===== src/rtl/regfile_pkg.sv =====
// Shared constants and helpers for the register-file write-back path.
// The optional starvation guard in the top level is enabled by defining STARVE_GUARD_EN.
package regfile_pkg;

  localparam int DEF_DATA_W = 32;
  localparam int DEF_ADDR_W = 5;

  // The jal link address always lands in the return-address register.
  localparam int LINK_REG = 31;

  // Requester indices; a lower index means a higher base priority.
  localparam int NUM_REQ  = 3;
  localparam int REQ_MEM  = 0;
  localparam int REQ_LINK = 1;
  localparam int REQ_ALU  = 2;

  typedef logic [NUM_REQ-1:0] req_vec_t;

  // Keeps only the lowest set bit, which is the highest-priority requester.
  function automatic req_vec_t pick_first(input req_vec_t req);
    return req & (~req + req_vec_t'(1));
  endfunction

endpackage


===== src/rtl/wb_scoreboard.sv =====
// Pending-write scoreboard: one busy bit per register, set at dispatch and
// cleared by the write-back, with two combinational query ports for decode.
module wb_scoreboard
  import regfile_pkg::*;
#(
  parameter int ADDR_W = DEF_ADDR_W
) (
  input  logic              clk,
  input  logic              rst_n,
  input  logic              set_en,
  input  logic [ADDR_W-1:0] set_addr,
  input  logic              clr_en,
  input  logic [ADDR_W-1:0] clr_addr,
  input  logic [ADDR_W-1:0] rs_query,
  input  logic [ADDR_W-1:0] rt_query,
  output logic              rs_busy,
  output logic              rt_busy
);

  localparam int NUM_REGS = 1 << ADDR_W;

  logic [NUM_REGS-1:0] busy_q;
  logic [NUM_REGS-1:0] busy_d;

  // NOTE: every always_comb output gets a default on entry so no path leaves
  // it unassigned; a missing default is how latches get inferred.
  always_comb begin
    busy_d = busy_q;
    if (clr_en) begin
      busy_d[clr_addr] = 1'b0;
    end
    // Applied after the clear so a re-dispatch of the retiring register wins.
    if (set_en && (set_addr != '0)) begin
      busy_d[set_addr] = 1'b1;
    end
    busy_d[0] = 1'b0;
  end

  // NOTE: the busy vector is a plain flop array, not a RAM, so it is reset;
  // a reset mid-operation must forget every pending write.
  always_ff @(posedge clk or negedge rst_n) begin
    if (!rst_n) begin
      busy_q <= '0;
    end else begin
      // NOTE: sequential state uses non-blocking assignments only, so every
      // flop samples pre-edge values regardless of statement order.
      busy_q <= busy_d;
    end
  end

  assign rs_busy = busy_q[rs_query];
  assign rt_busy = busy_q[rt_query];

endmodule


===== src/rtl/regfile_wb_arbiter.sv =====
// Write-back arbiter (mem > link > alu) driving the register-file write port,
// plus the pending-write scoreboard. Define STARVE_GUARD_EN for starvation promotion.
module regfile_wb_arbiter
  import regfile_pkg::*;
#(
  parameter int DATA_W = DEF_DATA_W,
  parameter int ADDR_W = DEF_ADDR_W
`ifdef STARVE_GUARD_EN
  ,
  parameter int STARVE_LIMIT = 4
`endif
) (
  input  logic              clk,
  input  logic              rst_n,

  input  logic              mem_valid,
  output logic              mem_ready,
  input  logic [ADDR_W-1:0] mem_rd,
  input  logic [DATA_W-1:0] mem_data,

  input  logic              link_valid,
  output logic              link_ready,
  input  logic [DATA_W-1:0] link_data,

  input  logic              alu_valid,
  output logic              alu_ready,
  input  logic [ADDR_W-1:0] alu_rd,
  input  logic [DATA_W-1:0] alu_data,

  input  logic              disp_valid,
  input  logic [ADDR_W-1:0] disp_rd,
  input  logic [ADDR_W-1:0] rs_query,
  input  logic [ADDR_W-1:0] rt_query,
  output logic              rs_busy,
  output logic              rt_busy,

  output logic              wr_en,
  output logic [ADDR_W-1:0] wr_addr,
  output logic [DATA_W-1:0] wr_data
);

  req_vec_t          req_valid;
  req_vec_t          pool;
  req_vec_t          grant;
  logic [ADDR_W-1:0] req_addr [NUM_REQ];
  logic [DATA_W-1:0] req_data [NUM_REQ];
  logic [ADDR_W-1:0] sel_addr;
  logic [DATA_W-1:0] sel_data;
  logic              commit;

  assign req_valid[REQ_MEM]  = mem_valid;
  assign req_valid[REQ_LINK] = link_valid;
  assign req_valid[REQ_ALU]  = alu_valid;

  assign req_addr[REQ_MEM]   = mem_rd;
  assign req_addr[REQ_LINK]  = ADDR_W'(LINK_REG);
  assign req_addr[REQ_ALU]   = alu_rd;

  assign req_data[REQ_MEM]   = mem_data;
  assign req_data[REQ_LINK]  = link_data;
  assign req_data[REQ_ALU]   = alu_data;

`ifdef STARVE_GUARD_EN
  localparam int CNT_W = $clog2(STARVE_LIMIT + 1);

  logic [CNT_W-1:0] wait_cnt [NUM_REQ];
  req_vec_t         starved;
  req_vec_t         starved_valid;

  always_comb begin
    starved = '0;
    for (int i = 0; i < NUM_REQ; i++) begin
      starved[i] = (wait_cnt[i] == CNT_W'(STARVE_LIMIT));
    end
  end

  // Starved requesters compete only among themselves, still in base order.
  assign starved_valid = req_valid & starved;
  assign pool          = (|starved_valid) ? starved_valid : req_valid;

  always_ff @(posedge clk or negedge rst_n) begin
    if (!rst_n) begin
      for (int i = 0; i < NUM_REQ; i++) begin
        wait_cnt[i] <= '0;
      end
    end else begin
      for (int i = 0; i < NUM_REQ; i++) begin
        if (!req_valid[i] || grant[i]) begin
          wait_cnt[i] <= '0;
        end else if (!starved[i]) begin
          wait_cnt[i] <= wait_cnt[i] + CNT_W'(1);
        end
      end
    end
  end
`else
  assign pool = req_valid;
`endif

  // Held in reset, nobody may be granted: the handshake must not complete.
  assign grant = rst_n ? pick_first(pool) : '0;

  assign mem_ready  = grant[REQ_MEM];
  assign link_ready = grant[REQ_LINK];
  assign alu_ready  = grant[REQ_ALU];

  always_comb begin
    sel_addr = '0;
    sel_data = '0;
    for (int i = 0; i < NUM_REQ; i++) begin
      if (grant[i]) begin
        sel_addr = req_addr[i];
        sel_data = req_data[i];
      end
    end
  end

  // A grant to register 0 is accepted and silently dropped.
  assign commit = (|grant) && (sel_addr != '0);

  always_ff @(posedge clk or negedge rst_n) begin
    if (!rst_n) begin
      wr_en   <= 1'b0;
      wr_addr <= '0;
      wr_data <= '0;
    end else begin
      wr_en <= commit;
      if (commit) begin
        wr_addr <= sel_addr;
        wr_data <= sel_data;
      end
    end
  end

  wb_scoreboard #(
    .ADDR_W (ADDR_W)
  ) u_scoreboard (
    .clk      (clk),
    .rst_n    (rst_n),
    .set_en   (disp_valid),
    .set_addr (disp_rd),
    .clr_en   (wr_en),
    .clr_addr (wr_addr),
    .rs_query (rs_query),
    .rt_query (rt_query),
    .rs_busy  (rs_busy),
    .rt_busy  (rt_busy)
  );

endmodule


===== config.mk =====
export PLATFORM = sky130hd
export DESIGN_NAME = regfile_wb_arbiter
export DESIGN_NICKNAME = d
export VERILOG_FILES = /design/src/rtl/regfile_pkg.sv /design/src/rtl/wb_scoreboard.sv /design/src/rtl/regfile_wb_arbiter.sv
export SDC_FILE = /design/constraint.sdc
export NUM_CORES = 1
export LEC_CHECK = 0
export CORE_UTILIZATION = 30
export CTS_BUF_LIST = sky130_fd_sc_hd__clkbuf_8
export CTS_CLUSTER_SIZE = 40
export DETAILED_ROUTE_END_ITERATION = 10
export SLEW_MARGIN = 30
export SYNTH_ARGS = -nofsm -noshare
export SYNTH_HDL_FRONTEND = slang
export SYNTH_SLANG_ARGS = --single-unit

===== constraint.sdc =====
create_clock -name clk -period 3.8 [get_ports clk]
set_clock_uncertainty 0.05 [all_clocks]
set_input_delay 0.57 -clock clk [delete_from_list [all_inputs] [get_ports clk]]
set_output_delay 0.57 -clock clk [all_outputs]
set_load 0.005 [all_outputs]

* Word level (Yosys, flattened, before mapping)
Index checks and enable logic that the tools add are counted.
** Storage, ports and cells
- Register bits after elaboration :: 69
- Output and inout port bits :: 43
** Cells by class
- Order comparisons :: 6
- Mux-type cells :: 17
- $add $sub $neg :: 1
- Bitwise operators :: 5
- Reductions and logical operators :: 7
** Operators with widths (count)
- 32-bit two-way mux :: 5
- 32-bit bitwise AND :: 1
- 32-bit inverter :: 1
- 32-bit OR :: 1
- 5-bit by 6-bit less-than comparator with 1-bit output, second input constant :: 4
- 5-bit two-way mux :: 3
- 1-bit binary-select mux with 5-bit select :: 2
- 1-bit demux with 5-bit select :: 2
- 5-bit by 1-bit >= comparator with 1-bit output, second input constant :: 2
- 5-bit nonzero test :: 2
- 1-bit logical AND :: 4
- 1-bit two-way mux :: 4
- 3-bit by 1-bit adder with 3-bit output, second input constant :: 1
- 3-bit bitwise AND :: 1
- 3-bit two-way mux :: 1
- 3-bit inverter :: 1
- 3-bit OR reduction :: 1

* Depth between registers and ports, before layout
- Depth after elaboration :: 9
- Depth in mapped cells :: 7
- Mapped depth without buffers :: 5

* Hierarchy
A second synthesis with hierarchy kept.
** Unflattened totals
- Cell total of the unflattened synthesis :: 366
- Area total of the unflattened synthesis :: 3838.7 um^2
** Modules (own cells, without submodules)
- regfile_wb_arbiter :: cells an instance 173, area each 1996.9 um^2, times used 1
- wb_scoreboard :: cells an instance 193, area each 1841.8 um^2, times used 1

* Worst setup path after synthesis
No wires, ideal clock.
- Path type :: input port to output port
- Start point :: input port rs_query[0]
- End point :: output port rs_busy
- Slack :: 1426 ps
- Data arrival time :: 1754 ps
- Stages on the path :: 5
- Data required time :: 3180 ps
- Path through :: buf_6 mux4_1 mux2i_1 nor3b_1 or3_1
** Between the ends
- Longest elaborated chain between the ends :: 2
** Ends and longest elaborated chain
- from (decl) :: line regfile_wb_arbiter.sv:32 : input logic [ADDR_W-1:0] rs_query,
- 1-bit binary-select mux with 5-bit select :: line wb_scoreboard.sv:51 : assign rs_busy = busy_q[rs_query];
- 1-bit two-way mux (implied by the code) :: line wb_scoreboard.sv:51
- to (decl) :: line regfile_wb_arbiter.sv:34 : output logic rs_busy,
No other way between the ends. The select of a mux whose other input is x is not followed.

* Final worst setup path
Same ends and word-level chain as after synthesis.

==> reports/results.txt <==
In this run, post-CTS repair resized a total of 0 instances. The number of vias per cell after detailed routing came out at 5.30. The analysis attributes to net switching a power of 694 µW. For the pin with the worst max-slew slack, the measured transition is 0.730 ns. The maximum cell stage delay along the critical path works out to 0.66 ns. The internal power consumption is 1.75 mW. The required time of the critical path came out at 3.18 ns. The number of antenna diodes in the final layout is 0. The power density over cell area works out to 411 nW/µm². For the hold violation total from the final report, the log shows 0. The register clock-pin slew on the reported worst setup and hold paths works out to 0.07 ns.

The reg-to-reg setup timing slack is 2.27 ns, and the number of top-level pins is 170. VDD sags by at most 0.189 mV. The tools report the data arrival at the endpoint of the critical path as 2.88 ns. In this run, post-CTS hold repair placed 0 buffers. The fraction of the cycle the final worst path needs came out at 0.922. In this design, the critical path's most frequently occurring cell is sky130_fd_sc_hd__clkdlybuf4s50_1.

Counting every net in the synthesized netlist gives 494. The tightest min-delay check is of the in -> async type. For the count of buffers added by post-CTS timing repair for setup, the log shows 0. The number of nets in the layout is 655, and the initial core utilization is 0.307. After detailed routing, the total wire length is 12300 µm. Derived from the worst setup path, the maximum achievable clock frequency is 286 MHz.

The die covers 13400 µm². Synthesized instance count: 367. The run gives 3735 as the count of vias placed by the detailed router. In the layout the commonest cells are sky130_fd_sc_hd__clkdlybuf4s50_1, sky130_fd_sc_hd__dfrtp_1, sky130_fd_sc_hd__o21ai_0, sky130_fd_sc_hd__mux2i_1, sky130_fd_sc_hd__inv_1. Setup repair after global routing left no endpoint under its margin.

The endpoint identified for the worst register-to-register timing path is u_scoreboard.busy_q[17]. Routability-driven placement finished with a final weighted congestion of 0.848. Core region area: 12600 µm².

The floorplan has 41 rows. Counting I/O delays and the setup requirement, the final critical path takes 3.50 ns. The setup path with the least slack is of type in -> out. The clock network fraction of total power was 0.301. In this run the cell area of the synthesized design comes to 3870 µm². In the final routed layout, each cell accounts on average for 17.5 µm. The tools report the number of routed nets with antenna violations as 0. The share of the core filled with cells was 0.471; the area share of the largest cell type after synthesis was 0.446. Portion of total power attributed to sequential cells: 0.428. By area the synthesized netlist is led by sky130_fd_sc_hd__dfrtp_1, sky130_fd_sc_hd__mux2i_1, sky130_fd_sc_hd__o21ai_0. For this run, the leading register cell type out of synthesis is sky130_fd_sc_hd__dfrtp_1. Leaving out fill and tap cells, the most frequent cell in the layout is sky130_fd_sc_hd__clkdlybuf4s50_1. In this run, synthesis inferred 0 flip-flops with an integrated enable. The slowest stage cell on the critical path was sky130_fd_sc_hd__clkdlybuf4s50_1.

Clock tree synthesis found a total of 69 sinks. The pre-antenna-repair detailed-routing pass consisted of 6 iterations. The area added between synthesis and finish was 53.3%. The flow ran to the end, and the final reports show no timing, DRC or antenna violations. In this run the static leakage power is 2.31 nW. The worst setup path is launched from a primary input.

The die height was 116 µm. For this run the aggregate overflow at the end of global routing stands at 0. The startpoint of the lowest-slack register-to-register path is wr_addr[4].

Along the worst path, the maximum fanout reaches 7. The mean instance size in the synthesized netlist was 10.6 µm². The tools report the endpoint type of the worst setup path as an output pin. The fraction of layout instances using a drive strength above 1 is 0.0638. The detailed-route DRC error count was 0. For the number of max-cap violations, the log shows 0.

The run gives 0 as the number of antenna violations at the first check in global routing. The tools report the count of final setup violators as 0. The clock tree buffer depth came out at 2. The tools report the overall routing resource usage as 0.192. Walking the worst path, the cells encountered are clkdlybuf4s50_1 -> mux4_1 -> mux2i_1 -> nor3b_1 -> or3_1 -> clkdlybuf4s50_1.

The switching fraction of total power came out at 0.284. The worst reg-to-reg path cell count came out at 3. The detailed-placement wirelength estimate is 9590 µm, and the remaining max-slew budget at the tightest pin is 0.513. The logs give 0 for the total count of max-transition violations in the final report and 0 ns for the total negative setup slack. The run gives 19500 µm as the global-route wire length before repair. For the proportion of power drawn by combinational gates, the log shows 0.271.

The root cell of the clock tree was sky130_fd_sc_hd__clkbuf_8. The run gives 0.446 as the register area share after synthesis. The die width is 116 µm.

The pin count of the biggest net entering global routing is 59. TritonCTS built the clock tree. For the Yosys warning count, the log shows 0. The register bit count reported by yosys is 69, and the clock buffer count from CTS is 9. The top cell type by total area after synthesis is sky130_fd_sc_hd__dfrtp_1.

H-tree level count: 3. The logs give 3855 for the number of global-route vias before repair and 32 for the count of different cell masters after synthesis. Number of port buffers: 169. The detailed router's first-iteration violation count is 234.

For the worst-skew pair later-pin latency, the log shows 0.35 ns. Proportion of synthesized flip-flops having asynchronous set or reset: 1.00.
-- synthesized netlist by cell type, types with 6 or more instances --
cell type	n
sky130_fd_sc_hd__dfrtp_1	69
sky130_fd_sc_hd__o21ai_0	65
sky130_fd_sc_hd__mux2i_1	52
sky130_fd_sc_hd__inv_1	33
sky130_fd_sc_hd__a222oi_1	32
sky130_fd_sc_hd__clkbuf_1	13
sky130_fd_sc_hd__nand3_1	10
sky130_fd_sc_hd__nand3b_1	10
sky130_fd_sc_hd__a21oi_1	8
sky130_fd_sc_hd__nor2_1	7
sky130_fd_sc_hd__buf_6	6
sky130_fd_sc_hd__mux4_1	6
sky130_fd_sc_hd__nor2b_1	6
-- power by group through the flow --
stage | Sequential (mW) | Combinational (mW) | Clock [mW]
CTS | 1.04 | 0.667 | 0.750
global route | 1.07 | 0.732 | 0.772
floorplan | 0.993 | 0.348 | 0
detailed placement | 1.06 | 0.666 | 0
global placement | 1.05 | 0.649 | 0
finish | 1.04 | 0.662 | 0.735
-- worst max-delay path by stage --
stage	startpoint	to	slack, ns	cells after the start
2_1_floorplan	rs_query[0]	rs_busy	1.43	5
3_3_place_gp	rt_query[0]	rt_busy	0.34	6
3_5_place_dp	rs_query[0]	rs_busy	0.29	6
4_1_cts	rs_query[0]	rs_busy	0.29	6
5_1_grt	rs_query[2]	rs_busy	0.03	6
6_report	rs_query[0]	rs_busy	0.30	6
-- cells by family (layout without fill, tap and decap cells) --
family / count (synthesis) / in the layout / share of synthesized area
compound gates: 124 / 124 / 0.218
buf+inv: 59 / 225 / 0.0726
mux: 58 / 58 / 0.175
simple gates: 57 / 57 / 0.0885
flops: 69 / 69 / 0.446
-- cell type report --
cell class / instances / area, µm²
fill: 1248 / 6680
multi-input combinational: 239 / 1890
timing repair buffer: 175 / 1730
sequential: 69 / 1730
tap: 172 / 215
clock buffer: 10 / 138
inverter: 34 / 128
clock inverter: 6 / 110
-- metal layers --
metal / routed length [µm] / part of all wire / track usage / vias to the layer above
met2: 6230 / 0.50 / 0.345 / 169
met5: 0 / 0 / 0 / -
met4: 239 / 0.019 / 0.0726 / 0
met1: 4850 / 0.39 / 0.214 / 1816
li1: - / - / - / 1734
met3: 1020 / 0.083 / 0.0581 / 16
-- critical path, delay by kind of cell --
kind	cells	cell delay (ns)
simple gates	2	0.45
buf+inv	2	1.12
mux	2	0.75
-- registers in the layout, indices dropped and copies added (netlist names) --
name                 cells
wr_addr                  5
wr_data                 32
u_scoreboard.busy_q     31
wr_en                    1
-- metrics by stage --
| stage | instance area, µm² | worst slack [ns] | hold WS [ns] | total power [mW] | std cells |
|---|---|---|---|---|---|
| finish | 5940 | 0.298 | 0.0293 | 2.44 | 705 |
| global route | 5940 | 0.0304 | 0.0292 | 2.57 | 705 |
| CTS | 5940 | 0.286 | 0.0138 | 2.46 | 705 |
| detailed placement | 5690 | 0.294 | 0.400 | 1.72 | 689 |
| global placement | 5690 | 0.337 | 0.399 | 1.69 | 689 |
| floorplan | 3870 | 1.43 | 0.224 | 1.34 | 367 |
(Power assumes the default switching activity.)
